**config.mk**
```make
export PLATFORM = sky130hd
export DESIGN_NAME = rgb_led_scheduler
export DESIGN_NICKNAME = d
export VERILOG_FILES = /design/src/rtl/rgb_led_scheduler.sv
export SDC_FILE = /design/constraint.sdc
export NUM_CORES = 1
export LEC_CHECK = 0
export BUFFER_PORTS_ARGS = -buffer_cell sky130_fd_sc_hd__buf_4
export CAP_MARGIN = 15
export CORE_MARGIN = 2
export CORE_UTILIZATION = 40
export CTS_CLUSTER_SIZE = 20
export DETAILED_ROUTE_END_ITERATION = 6
export GPL_TIMING_DRIVEN = 0
export PLACE_DENSITY = 0.59
export SETUP_SLACK_MARGIN = 0.05
export SYNTH_ARGS = -nofsm -noshare
export SYNTH_HDL_FRONTEND = slang
export SYNTH_SLANG_ARGS = --single-unit
```
**constraint.sdc**
```tcl
create_clock -name clk -period 6 [get_ports clk]
set_clock_uncertainty 0.15 [all_clocks]
set_input_delay 1.2 -clock clk [delete_from_list [all_inputs] [get_ports clk]]
set_output_delay 1.2 -clock clk [all_outputs]
set_load 0.02 [all_outputs]
```
**src/rtl/rgb_led_scheduler.sv**
```systemverilog
// Round-robin owner of a single RGB LED: per-owner PWM with a minimum hold of
// whole PWM periods and one dark PWM period between successive owners.
module rgb_led_scheduler #(
    parameter int unsigned N_REQ     = 3,
    parameter int unsigned PWM_BITS  = 4,
    parameter int unsigned HOLD_BITS = 4
) (
    input  logic                        clk,
    input  logic                        reset,
    input  logic [N_REQ-1:0]            req,
    input  logic [3*PWM_BITS*N_REQ-1:0] duty,
    output logic [N_REQ-1:0]            grant,
    output logic                        red,
    output logic                        green,
    output logic                        blue,
    output logic                        busy
);

    localparam int unsigned IDX_W    = $clog2(N_REQ);
    localparam int unsigned IDX_W1   = IDX_W + 1;
    localparam int unsigned DUTY_W   = 3 * PWM_BITS;
    localparam int unsigned HOLD_W   = HOLD_BITS + 1;
    localparam int unsigned HOLD_MAX = 1 << HOLD_BITS;
    localparam int unsigned PWM_MAX  = (1 << PWM_BITS) - 1;

    localparam logic [1:0] IDLE = 2'd0;
    localparam logic [1:0] SHOW = 2'd1;
    localparam logic [1:0] GAP  = 2'd2;

    logic [1:0]          state, state_d;
    logic [PWM_BITS-1:0] pwm_cnt, pwm_d;
    logic [HOLD_W-1:0]   hold_cnt, hold_d, hold_inc;
    logic [IDX_W-1:0]    ptr, ptr_d;
    logic [IDX_W-1:0]    owner, owner_d;
    logic [DUTY_W-1:0]   duty_q, duty_d;
    logic [N_REQ-1:0]    grant_d;
    logic                red_d, green_d, blue_d, show_d, pwm_end, others_req;

    logic                win_found;
    logic [IDX_W-1:0]    win;
    logic [IDX_W1-1:0]   idx;
    logic [DUTY_W-1:0]   duty_win, duty_own;

    // First requester at or after the rr pointer, wrapping
    always_comb begin
        win_found = 1'b0;
        win       = '0;
        idx       = '0;
        for (int i = 0; i < N_REQ; i++) begin
            idx = {1'b0, ptr} + IDX_W1'(i);
            if (idx >= IDX_W1'(N_REQ)) idx = idx - IDX_W1'(N_REQ);
            if (!win_found && req[idx[IDX_W-1:0]]) begin
                win_found = 1'b1;
                win       = idx[IDX_W-1:0];
            end
        end
    end

    // Duty words of the arbitration winner and of the current owner
    always_comb begin
        duty_win = '0;
        duty_own = '0;
        for (int i = 0; i < N_REQ; i++) begin
            if (win == IDX_W'(i))   duty_win = duty[DUTY_W*i +: DUTY_W];
            if (owner == IDX_W'(i)) duty_own = duty[DUTY_W*i +: DUTY_W];
        end
    end

    // Next-state logic
    always_comb begin
        state_d    = state;
        pwm_d      = pwm_cnt;
        hold_d     = hold_cnt;
        ptr_d      = ptr;
        owner_d    = owner;
        duty_d     = duty_q;
        grant_d    = grant;
        hold_inc   = hold_cnt + HOLD_W'(1);
        pwm_end    = (pwm_cnt == PWM_BITS'(PWM_MAX));
        others_req = |(req & ~grant);
        case (state)
            IDLE: begin
                pwm_d   = '0;
                hold_d  = '0;
                grant_d = '0;
                if (win_found) begin
                    state_d = SHOW;
                    owner_d = win;
                    grant_d = N_REQ'(1) << win;
                    duty_d  = duty_win;
                end
            end
            SHOW: begin
                pwm_d = pwm_cnt + PWM_BITS'(1);
                if (pwm_end) begin
                    hold_d = (hold_cnt == HOLD_W'(HOLD_MAX)) ? hold_cnt : hold_inc;
                    duty_d = duty_own;
                    // Release only once the minimum hold is met
                    if (hold_inc >= HOLD_W'(HOLD_MAX) && (!req[owner] || others_req)) begin
                        state_d = GAP;
                        grant_d = '0;
                        ptr_d   = (owner == IDX_W'(N_REQ - 1)) ? '0 : owner + IDX_W'(1);
                    end
                end
            end
            GAP: begin
                pwm_d = pwm_cnt + PWM_BITS'(1);
                if (pwm_end) begin
                    hold_d = '0;
                    if (win_found) begin
                        state_d = SHOW;
                        owner_d = win;
                        grant_d = N_REQ'(1) << win;
                        duty_d  = duty_win;
                    end else begin
                        state_d = IDLE;
                    end
                end
            end
            default: begin
                state_d = IDLE;
                grant_d = '0;
            end
        endcase
    end

    // Drive levels for the coming cycle, compared against the coming pwm phase
    always_comb begin
        show_d  = (state_d == SHOW);
        red_d   = show_d && (pwm_d < duty_d[DUTY_W-1 -: PWM_BITS]);
        green_d = show_d && (pwm_d < duty_d[2*PWM_BITS-1 -: PWM_BITS]);
        blue_d  = show_d && (pwm_d < duty_d[PWM_BITS-1:0]);
    end

    always_ff @(posedge clk or posedge reset) begin
        if (reset) begin
            state    <= IDLE;
            pwm_cnt  <= '0;
            hold_cnt <= '0;
            ptr      <= '0;
            owner    <= '0;
            duty_q   <= '0;
            grant    <= '0;
            red      <= 1'b0;
            green    <= 1'b0;
            blue     <= 1'b0;
            busy     <= 1'b0;
        end else begin
            state    <= state_d;
            pwm_cnt  <= pwm_d;
            hold_cnt <= hold_d;
            ptr      <= ptr_d;
            owner    <= owner_d;
            duty_q   <= duty_d;
            grant    <= grant_d;
            red      <= red_d;
            green    <= green_d;
            blue     <= blue_d;
            busy     <= (state_d != IDLE);
        end
    end

endmodule

```
### Word-level counts from Yosys, hierarchy flattened

Index checks and enable logic that the tools add are counted.

* bits in latches: 0
* output and inout bits: 7
* register bits: 34
* logic and storage cells: 117
* bits in read-only memories: 0
* input bits: 41
* memory bits (writable): 0
* memories kept: 0

* bitwise operators: 2
* add/sub/neg operators: 8
* $mul: 0
* order comparisons: 11
* multiplexer cells: 48
* equality and inequality tests: 14
* reduce and logical (&&, ||, !) cells: 22
* shift operators: 1
* div/mod/pow operators: 0

Operators with widths (count)
* two-way mux 12 bit: 9
* case mux 12 bit (3 select lines): 1
* two-way mux 2 bit: 13
* two-way mux 3 bit: 5
* two-way mux 5 bit: 3
* case mux 5 bit (3 select lines): 1
* less-than comparator 2 x 3 -> 1 bit, second input constant: 4
* less-than comparator 4 bit: 3
* inequality test 2 bit, second input constant: 5
* case mux 3 bit (3 select lines): 1
* binary-select mux 1 bit (select 2 bit): 4
* equality test 2 x 1 -> 1 bit, second input constant: 4
* two-way mux 1 bit: 8
* case mux 4 bit (2 select lines): 1
* AND reduction 4 bit: 2
* equality test 2 bit, second input constant: 3
* >= comparator 3 x 2 -> 1 bit, second input constant: 2
* logical AND 1 bit: 6
* zero test 2 bit: 3
* case mux 2 bit (3 select lines): 1
* subtractor 2 bit, second input constant: 3
* adder 5 x 1 -> 5 bit, second input constant: 1
* equality test 5 bit, second input constant: 1
* >= comparator 5 bit, second input constant: 1
* other kinds (18): 21

### Depth between registers and ports, before layout

Gate-level depths: netlist of run 1.

* depth in word-level cells: 20
* depth in mapped cells: 16

### Worst setup path after synthesis of run 1

Ideal clock, no wire load.

* path kind: input -> register
* start point: in req[1]
* end point: reg red
* path buffers: 2
* cell stages on the path: 14
* data required time: 5.739 ns
* arrival: 3.644 ns
* setup slack: 2.094 ns
* setup time: 0.111 ns
* path through: buf_2 -> mux2i_1 -> o32ai_2 -> o31ai_1 -> buf_2 -> nor2_1 -> nand2_1 -> a21oi_1 -> a211oi_1 -> ha_1 -> a21oi_1 -> o21a_1 -> o31ai_1 -> a2111oi_2

* cells in the longest elaborated chain, start to end: 18

RTL lines
* start, declared: RTL line 10 `input logic [N_REQ-1:0] req,`
* binary-select mux 1 bit (select 2 bit): RTL line 52 `if (!win_found && req[idx[IDX_W-1:0]]) begin`
* two-way mux 1 bit (implied by the code): RTL line 52
* two-way mux 1 bit: RTL line 52
* zero test 1 bit: RTL line 52
* logical AND 1 bit: RTL line 52
* two-way mux 1 bit: RTL line 52
* zero test 1 bit: RTL line 52
* logical AND 1 bit: RTL line 52
* two-way mux 2 bit: RTL line 52
* zero test 2 bit: RTL line 64 `if (win == IDX_W'(i)) duty_win = duty[DUTY_W*i +: DUTY_W];`
* two-way mux 12 bit (3 in a row): RTL line 64
* two-way mux 12 bit: RTL line 86, 110
* two-way mux 12 bit: RTL line 108 `if (pwm_end) begin`
* case mux 12 bit (3 select lines): RTL line 81 `case (state)`
* less-than comparator 4 bit: RTL line 130 `red_d = show_d && (pwm_d < duty_d[DUTY_W-1 -: PWM_BITS]);`
* logical AND 1 bit (*): RTL line 130
* via red_d: RTL line 37 `logic red_d, green_d, blue_d, show_d, pwm_end, others_req;`
* end signal, assigned: RTL line 156 `red <= red_d;`
* end, declared: RTL line 13 `output logic red,`

Mark *: on every way through the listed nets, which the timed path passes. The rest lies on a longest branch. The select of a mux whose other input is x is not followed.
A chain may end at the register's enable or synchronous reset.

### Final worst setup path of run 1

* start point: in req[2]
* end point: reg red

Same word-level chain as after synthesis.

==> results_tabular.tex, run 1 <==
\begin{tabular}{lr}
\hline
Metric & Value \\
\hline
\multicolumn{2}{l}{\textbf{Power and ir drop}} \\
\quad Sequential fraction of design power & roughly 28\% \\
\quad Fraction of power consumed by combinational cells & 58.7\% \\
\quad Leak pwr & 0.00162 uW \\
\quad Switching share of power & 44.2\% \\
\quad Clock share of power & 13.8\% \\
\quad Max IR drop VDD & 282 uV \\
\quad Switching power total & roughly 580 uW \\
\quad Pwr/cell area & between 300 and 400 nW/um\^{}2 \\
\quad Int Power & 732 uW \\
\multicolumn{2}{l}{\textbf{Synth}} \\
\quad Post-synth top area cell & sky130\_fd\_sc\_hd\_\_dfrtp\_1 \\
\quad Flip-flop cell with the highest count after synthesis & sky130\_fd\_sc\_hd\_\_dfrtp\_1 \\
\quad Async set-or-reset flop fraction in the synthesized netlist & 100\% \\
\quad Synthesized net count & 415 \\
\quad Per-instance average area after synthesis & 8.25 um\^{}2 \\
\quad Netlist cell types & slightly below 60 \\
\quad Synth cell count leaders & sky130\_fd\_sc\_hd\_\_nand2\_1 (39), sky130\_fd\_sc\_hd\_\_dfrtp\_1 (34), sky130\_fd\_sc\_hd\_\_o21ai\_0 (33) \\
\quad Area of the mapped netlist & 2930 um\^{}2 \\
\quad Count leader, synth & sky130\_fd\_sc\_hd\_\_nand2\_1 \\
\quad Most area-consuming cells after synthesis & sky130\_fd\_sc\_hd\_\_dfrtp\_1 (29\%), sky130\_fd\_sc\_hd\_\_ha\_1 (8.1\%), sky130\_fd\_sc\_hd\_\_mux2i\_1 (5.8\%), sky130\_fd\_sc\_hd\_\_o21ai\_0 (5.6\%), sky130\_fd\_sc\_hd\_\_nand2\_1 (5.0\%) \\
\quad Synth Register Bits & 34 \\
\quad Yosys warns & 0 \\
\quad Seq/Total Area, Yosys & roughly 29\% \\
\quad Area fraction of the dominant cell type after synthesis & $\sim$29\% \\
\quad Number of enable-type register cells in the synthesized netlist & 0 \\
\quad Gate count of the mapped netlist & 355 \\
\multicolumn{2}{l}{\textbf{Die}} \\
\quad Die ar. & 8030 um\^{}2 \\
\quad Initial cell density of the core & 40.8\% \\
\quad Number of core rows & 31 \\
\quad Total I/O pin count & 48 \\
\quad Die extent in y & 89.6 um \\
\quad Width of the chip & 89.6 um \\
\quad Placeable core region & 7180 um\^{}2 \\
\multicolumn{2}{l}{\textbf{Global routing}} \\
\quad Vias in the first global route & 3,007 \\
\quad Overflow left after global routing & 0 \\
\quad GRT met1 Usage & 31.3\% \\
\quad Routing usage on met3 & 4.84\% \\
\quad Wire length of the first global-routing pass & $\sim$15 mm \\
\quad All-Layer GR Usage & 24.3\% \\
\quad Largest net degree at the start of global routing & 23 \\
\quad Routing layer with the top usage in global route & met2 \\
\quad Met2 Track Usage GR & 41.0\% \\
\quad Number of antenna violations at the first check in global routing & 0 \\
\multicolumn{2}{l}{\textbf{Setup path}} \\
\quad Max stage delay on crit path & 600 ps \\
\quad Cell with the largest stage delay on the worst path & sky130\_fd\_sc\_hd\_\_nor2\_1 \\
\quad Critical path fanouts, max & 10 \\
\quad CP Cell Sequence & clkbuf\_2, inv\_1, o32ai\_2, o31ai\_1, buf\_2, nor2\_1, nand2\_1, a21oi\_1, a211oi\_1, ha\_1, a21oi\_1, o21a\_1, o31ai\_1, a2111oi\_2 \\
\quad Data arrival time of the worst path & roughly 4500 ps \\
\quad Capturing element type of the critical path & flip-flop \\
\quad Class of the most critical setup path & in -> reg \\
\quad Endpoint required time on the critical path & 6030 ps \\
\quad Critical Path Start Type & primary input \\
\multicolumn{2}{l}{\textbf{Cells and area}} \\
\quad Antenna diodes & 0 \\
\quad Layout overhead on the synthesized area & 19.8\% \\
\quad Fraction of final layout cells sized beyond drive strength 1 & 19.6\% \\
\quad Final cell area excluding filler cells & 3510 um\^{}2 \\
\quad Final core utilization & 48.9\% \\
\quad Layout Nets & 468 \\
\quad Non-filler instance count after layout & a little over 500 \\
\multicolumn{2}{l}{\textbf{STA}} \\
\quad Fin crit share & 74.3\% \\
\quad Measured slew at the worst slew-check pin & 734 ps \\
\quad TNS Setup & 0 ps \\
\quad Number of failing hold endpoints at the final stage & 0 \\
\quad Worst Setup Slack, final & 1540 ps \\
\quad Number of setup violations in the final report & 0 \\
\quad Highest Clock Rate & 224 MHz \\
\quad Slew Viols, Final & 0 \\
\quad RSZ-0062 raised after global routing & false \\
\quad Minimum clock period after layout & $\sim$4500 ps \\
\quad Worst slew margin relative to its limit & between 50\% and 60\% \\
\multicolumn{2}{l}{\textbf{Clock network}} \\
\quad TritonCTS clock tree & built \\
\quad Maximum level of the CTS H-tree & 2 \\
\quad Clock latency of the later-clocked register in the worst-skew pair & 300 ps \\
\quad CTS clk-pin slew, worst paths & 70 ps \\
\quad Largest buffer count on any clock path & 2 \\
\quad PostCTS Resize Cnt & 0 \\
\quad Cell at the root of the clock tree & sky130\_fd\_sc\_hd\_\_clkbuf\_8 \\
\quad CTS Sinks & 34 \\
\quad Inserted Clock Buffers & 5 \\
\quad Hold-fix buffers, CTS & 0 \\
\quad \# Post-CTS Setup Buffers & 0 \\
\multicolumn{2}{l}{\textbf{Detailed routing}} \\
\quad Drt initial violations & between 200 and 250 \\
\quad \# DRC & 0 \\
\quad Detailed-routing iteration count for the pre-antenna-repair pass & 5 \\
\quad Routed WL & approximately 9 mm \\
\quad Via count & 2,987 \\
\quad Detail Route Antenna Nets & 0 \\
\quad DR WL/cell & 17.7 um \\
\quad Average via count per standard cell & 5.88 \\
\multicolumn{2}{l}{\textbf{Placed design}} \\
\quad Placed standard-cell area & approximately 3400 um\^{}2 \\
\quad \# port buffers & 45 \\
\quad Total half-perimeter wirelength after legalization and detailed placement & between 6 and 7 mm \\
\quad Cell count after placement & 500 \\
\quad Final Wtd Congestion & $\sim$0.84 \\
\quad Worst setup slack before clock tree synthesis & 1360 ps \\
\multicolumn{2}{l}{\textbf{Hold path}} \\
\quad Class of the most critical hold timing path & reg -> reg \\
\multicolumn{2}{l}{\textbf{Job}} \\
\quad Max-cap violations & 0 \\
\multicolumn{2}{l}{\textbf{Outcome}} \\
\quad Run status & completed \\
\hline
\end{tabular}
==> cells by family after synthesis <==
group                    Yosys count  synth area share [%]
XOR/XNOR                           1                 0.299
adder cells (fa/ha/maj)           19                  8.11
flip-flops                        34                  29.0
buffers and inverters             40                  6.32
multiplexers                      18                  6.19
AND/OR/NAND/NOR                  115                  18.6
AO/OA/AOI/OAI                    128                  31.4
==> path summary, 6_finish.rpt <==
check / to / cells after the start / start / slack [ps]
max: red / 14 / req[2] / 1540
min: duty_q[10] / 1 / duty_q[10] / 350
max reg2reg: red / 16 / ptr[0] / 1690
min reg2reg: duty_q[10] / 1 / duty_q[10] / 350
max in group asynchronous: owner[1] / 3 / reset / 4370
min in group asynchronous: hold_cnt[4] / 2 / reset / 810
==> area by class of cell <==
class | instances | area, um^2
tap | 99 | 124
timing repair buffer | 46 | 365
clock inverter | 1 | 5.00
fill | 734 | 3660
inverter | 20 | 75.1
multi-input combinational | 281 | 1890
clock buffer | 7 | 86.3
buffer | 20 | 110
sequential | 34 | 851
==> power groups by stage <==
stage	Combinational, uW	Sequential [uW]	Clock, uW
3_3_place_gp	743	362	0
4_1_cts	771	360	183
3_5_place_dp	767	364	0
6_report	770	361	181
5_1_grt	854	372	192
2_1_floorplan	520	378	0
==> through the flow <==
| stage | total power, uW | hold slack (ps) |
|---|---|---|
| 6_report | 1310 | 346 |
| 5_1_grt | 1420 | 368 |
| 4_1_cts | 1310 | 345 |
| 3_5_place_dp | 1130 | 329 |
| 3_3_place_gp | 1110 | 320 |
| 2_1_floorplan | 898 | 310 |
==> worst max-delay path: cells and delay by family <==
kind | cells | cell delay, ps
simple gates | 2 | 720
compound gates | 8 | 1750
buf+inv | 3 | 510
fa+ha+maj | 1 | 310
==> state kept, by name, indices dropped and copies added (netlist names) <==
signal / count
duty_q: 12
hold_cnt: 5
pwm_cnt: 4
grant: 3
owner: 2
ptr: 2
state: 2
blue: 1
busy: 1
green: 1
red: 1
==> per-layer routing <==
metal | routed length, um | up-vias
met5 | 0 | -
met4 | 169 | 0
met3 | 480 | 14
met2 | 4340 | 103
met1 | 4000 | 1449
li1 | - | 1421
==> cells in the final DEF, fill, tap and decap left out, types with 9 or more instances in the layout <==
cell type                  instances
sky130_fd_sc_hd__a21oi_1          15
sky130_fd_sc_hd__buf_4            46
sky130_fd_sc_hd__clkbuf_1          9
sky130_fd_sc_hd__dfrtp_1          34
sky130_fd_sc_hd__ha_1             19
sky130_fd_sc_hd__inv_1            20
sky130_fd_sc_hd__mux2i_1          17
sky130_fd_sc_hd__nand2_1          39
sky130_fd_sc_hd__nand3_1          13
sky130_fd_sc_hd__nor2_1           26
sky130_fd_sc_hd__o21ai_0          33
No activity file was read; power rests on OpenSTA's default activity.
==> inputs of run 2 (changes only) <==
--- a/config.mk
+++ b/config.mk
@@ -12,7 +12,7 @@
 export CTS_CLUSTER_SIZE = 20
 export DETAILED_ROUTE_END_ITERATION = 6
 export GPL_TIMING_DRIVEN = 0
-export PLACE_DENSITY = 0.59
+export PLACE_DENSITY = 0.61
 export SETUP_SLACK_MARGIN = 0.05
 export SYNTH_ARGS = -nofsm -noshare
 export SYNTH_HDL_FRONTEND = slang
==> constraint.sdc (replaced) <==
create_clock -name clk -period 3.6 [get_ports clk]
set_clock_uncertainty 0.15 [all_clocks]
set_input_delay 0.72 -clock clk [delete_from_list [all_inputs] [get_ports clk]]
set_output_delay 0.72 -clock clk [all_outputs]
set_load 0.02 [all_outputs]
==> results_tabular.tex, run 2 (synthesized netlist as in run 1, its figures left out) <==
\begin{tabular}{lr}
\hline
Metric & Value \\
\hline
\multicolumn{2}{l}{\textbf{Outcome}} \\
\quad Run status & finished with violations \\
\quad Violations in the final reports & negative setup slack \\
\multicolumn{2}{l}{\textbf{STA}} \\
\quad TNS Setup & -5.82 ps (-5.82 ps) \\
\quad Highest Clock Rate & about 280 MHz \\
\quad RSZ-0062 raised after global routing & true \\
\quad Slew Viols, Final & 0 (unchanged) \\
\quad Fin crit share & 100\% \\
\quad Minimum clock period after layout & about 3600 ps \\
\quad Worst slew margin relative to its limit & 40.8\% (-10 points) \\
\quad Worst Setup Slack, final & -5.82 ps (-1550 ps) \\
\quad Number of setup violations in the final report & 1 (+1) \\
\quad Measured slew at the worst slew-check pin & 886 ps (+153 ps) \\
\quad Number of failing hold endpoints at the final stage & 0 (unchanged) \\
\multicolumn{2}{l}{\textbf{Die}} \\
\quad Total I/O pin count & 48 (unchanged) \\
\quad Die ar. & 8030 um\^{}2 (unchanged) \\
\quad Placeable core region & 7180 um\^{}2 (unchanged) \\
\quad Number of core rows & 31 (unchanged) \\
\quad Width of the chip & 89.6 um (unchanged) \\
\quad Initial cell density of the core & 40.8\% (unchanged) \\
\quad Die extent in y & 89.6 um (unchanged) \\
\multicolumn{2}{l}{\textbf{Hold path}} \\
\quad Class of the most critical hold timing path & reg -> reg \\
\quad HP Start & duty\_q[11] \\
\multicolumn{2}{l}{\textbf{Global routing}} \\
\quad Overflow left after global routing & 0 (unchanged) \\
\quad All-Layer GR Usage & 24.0\% (-0.29 points) \\
\quad Vias in the first global route & 3,007 (unchanged) \\
\quad Wire length of the first global-routing pass & 14.8 mm (+0.42\%) \\
\quad Number of antenna violations at the first check in global routing & 0 (unchanged) \\
\quad Largest net degree at the start of global routing & 22 (-4.3\%) \\
\multicolumn{2}{l}{\textbf{Power and ir drop}} \\
\quad Max IR drop VDD & 370 uV (+31\%) \\
\quad Switching power total & 1080 uW (+86\%) \\
\quad Switching share of power & 43.6\% (-0.58 points) \\
\quad Int Power & 1390 uW (+90\%) \\
\quad Sequential fraction of design power & 24.9\% (-2.6 points) \\
\quad Pwr/cell area & 623 nW/um\^{}2 (+67\%) \\
\quad Fraction of power consumed by combinational cells & 63.4\% (+4.7 points) \\
\quad Clock share of power & 11.8\% (-2.0 points) \\
\quad Leak pwr & 0.00180 uW (+11\%) \\
\multicolumn{2}{l}{\textbf{Setup path}} \\
\quad Data arrival time of the worst path & 3630 ps (-860 ps) \\
\quad Launching point of the worst reg2reg path & ptr[1] \\
\quad Capturing element type of the critical path & flip-flop \\
\quad Critical path fanouts, max & 10 (unchanged) \\
\quad Origin of the worst setup path & ptr[1] \\
\quad Critical Path Start Type & flip-flop \\
\quad Class of the most critical setup path & reg -> reg \\
\quad Endpoint required time on the critical path & 3630 ps (-2400 ps) \\
\multicolumn{2}{l}{\textbf{Detailed routing}} \\
\quad Routed WL & 9.36 mm (+4.2\%) \\
\quad Average via count per standard cell & 5.83 (-0.83\%) \\
\quad \# DRC & 0 (unchanged) \\
\quad Via count & 3,108 (+4.1\%) \\
\quad DR WL/cell & 17.6 um (-0.72\%) \\
\quad Detail Route Antenna Nets & 0 (unchanged) \\
\quad Drt initial violations & 152 (-27\%) \\
\quad Detailed-routing iteration count for the pre-antenna-repair pass & 4 (-1) \\
\multicolumn{2}{l}{\textbf{Clock network}} \\
\quad CTS Sinks & 34 (unchanged) \\
\quad Largest buffer count on any clock path & 2 (unchanged) \\
\quad Maximum level of the CTS H-tree & 2 (unchanged) \\
\quad TritonCTS clock tree & built \\
\quad Cell at the root of the clock tree & sky130\_fd\_sc\_hd\_\_clkbuf\_8 \\
\quad Clock latency of the later-clocked register in the worst-skew pair & 290 ps (about the same) \\
\quad Hold-fix buffers, CTS & 0 (unchanged) \\
\quad CTS clk-pin slew, worst paths & 70 ps (about the same) \\
\quad Inserted Clock Buffers & 5 (unchanged) \\
\multicolumn{2}{l}{\textbf{Cells and area}} \\
\quad Biggest registers after layout & duty\_q: 12 flops, hold\_cnt: 5 flops, pwm\_cnt: 4 flops \\
\quad Most common cell after layout, fill and taps aside & sky130\_fd\_sc\_hd\_\_buf\_4 \\
\quad Largest register FFs & 12 (unchanged) \\
\quad Fraction of final layout cells sized beyond drive strength 1 & 32.7\% (+13 points) \\
\quad Antenna diodes & 0 (unchanged) \\
\quad Layout overhead on the synthesized area & 35.4\% \\
\quad Non-filler instance count after layout & 533 (+4.9\%) \\
\quad Highest-count cells in the layout ignoring fill and taps & sky130\_fd\_sc\_hd\_\_buf\_4 (73), sky130\_fd\_sc\_hd\_\_nand2\_1 (36), sky130\_fd\_sc\_hd\_\_dfrtp\_1 (33) \\
\quad Biggest register & duty\_q \\
\quad Layout Nets & 495 (+5.8\%) \\
\multicolumn{2}{l}{\textbf{Placed design}} \\
\quad Cell count after placement & 500 (unchanged) \\
\quad Final Wtd Congestion & 0.872 (+3.9\%) \\
\quad Total half-perimeter wirelength after legalization and detailed placement & 6.83 mm (-0.41\%) \\
\quad \# port buffers & 45 (unchanged) \\
\multicolumn{2}{l}{\textbf{Job}} \\
\quad Max-cap violations & 0 (unchanged) \\
\hline
\end{tabular}
==> run 2: cell types whose count changed in the layout (fill, tap and decap cells not counted), moves of 3 or more <==
cell,change
sky130_fd_sc_hd__nor3_1,-4
sky130_fd_sc_hd__a221oi_2,+6
sky130_fd_sc_hd__o31ai_1,-3
sky130_fd_sc_hd__buf_4,+27
sky130_fd_sc_hd__nand2_1,-3
sky130_fd_sc_hd__nor3_2,+3
sky130_fd_sc_hd__buf_2,-3
sky130_fd_sc_hd__a21oi_1,-5
sky130_fd_sc_hd__a221oi_1,-6
sky130_fd_sc_hd__a21oi_2,+5
==> run 2: final timing paths <==
check                         endpoint  depth (start not counted)  slack [ps]
setup / recovery                   red                         14          -6
min in group asynchronous  hold_cnt[1]                          2         460
hold reg to reg             duty_q[11]                          1         350
hold / removal              duty_q[11]                          1         350
setup reg to reg                   red                         14          -6
max in group asynchronous       ptr[1]                          3        2210
==> run 2: metal layers <==
metal / GRT usage, % / routed length [um]
met1: 32.8 / 4290
met5: 0 / 0
met4: 6.38 / 181
met2: 39.8 / 4410
met3: 3.47 / 473
==> run 2: worst max-delay path: stages, from the launching register on <==
cell and delay, ps:
sky130_fd_sc_hd__dfrtp_2 440, sky130_fd_sc_hd__ha_4 340, sky130_fd_sc_hd__mux2i_4 270, sky130_fd_sc_hd__o32ai_4 150, sky130_fd_sc_hd__o31ai_4 350, sky130_fd_sc_hd__buf_4 280, sky130_fd_sc_hd__nor2_4 90, sky130_fd_sc_hd__nand2_2 70
sky130_fd_sc_hd__a21oi_2 70, sky130_fd_sc_hd__a211oi_2 230, sky130_fd_sc_hd__ha_1 300, sky130_fd_sc_hd__a21oi_2 120, sky130_fd_sc_hd__o21a_1 170, sky130_fd_sc_hd__o31ai_4 90, sky130_fd_sc_hd__a2111oi_2 370
==> run 2: power by group through the flow <==
stage	clock network [uW]	logic, uW	registers [uW]
6_report	291	1570	614
5_1_grt	305	1720	632
4_1_cts	291	1390	610
3_5_place_dp	0	1250	611
3_3_place_gp	0	1230	604
2_1_floorplan	0	867	630
==> run 2: per-stage QoR <==
| stage | hold WS [ps] | total power (uW) | util, % | instance area (um^2) | setup slack (ps) |
|---|---|---|---|---|---|
| after floorplan | 310 | 1500 | - | 2930 | 153 |
| after global placement | 321 | 1830 | 47.3 | 3390 | -456 |
| after detailed placement | 331 | 1860 | 47.5 | 3410 | -445 |
| after CTS | 347 | 2300 | 52.9 | 3800 | -9.50 |
| after global routing | 388 | 2660 | 55.3 | 3970 | -190 |
| final | 345 | 2470 | 55.3 | 3970 | -5.82 |
==> run 2: area by class of cell <==
class	count	area, um^2
flip-flops and latches	34	852
repair buffers	75	591
fillers	670	3210
well taps	99	124
inverters	20	75.1
clock buffers	6	82.6
plain buffers	18	98.8
multi-input cells	281	2150
==> run 2: timing repair <==
action / CTS / global route
setup buffers: 18 / 11
gates resized for setup: 29 / 24
pin swaps: 17 / 17
endpoints found under the setup margin: 3 / 3
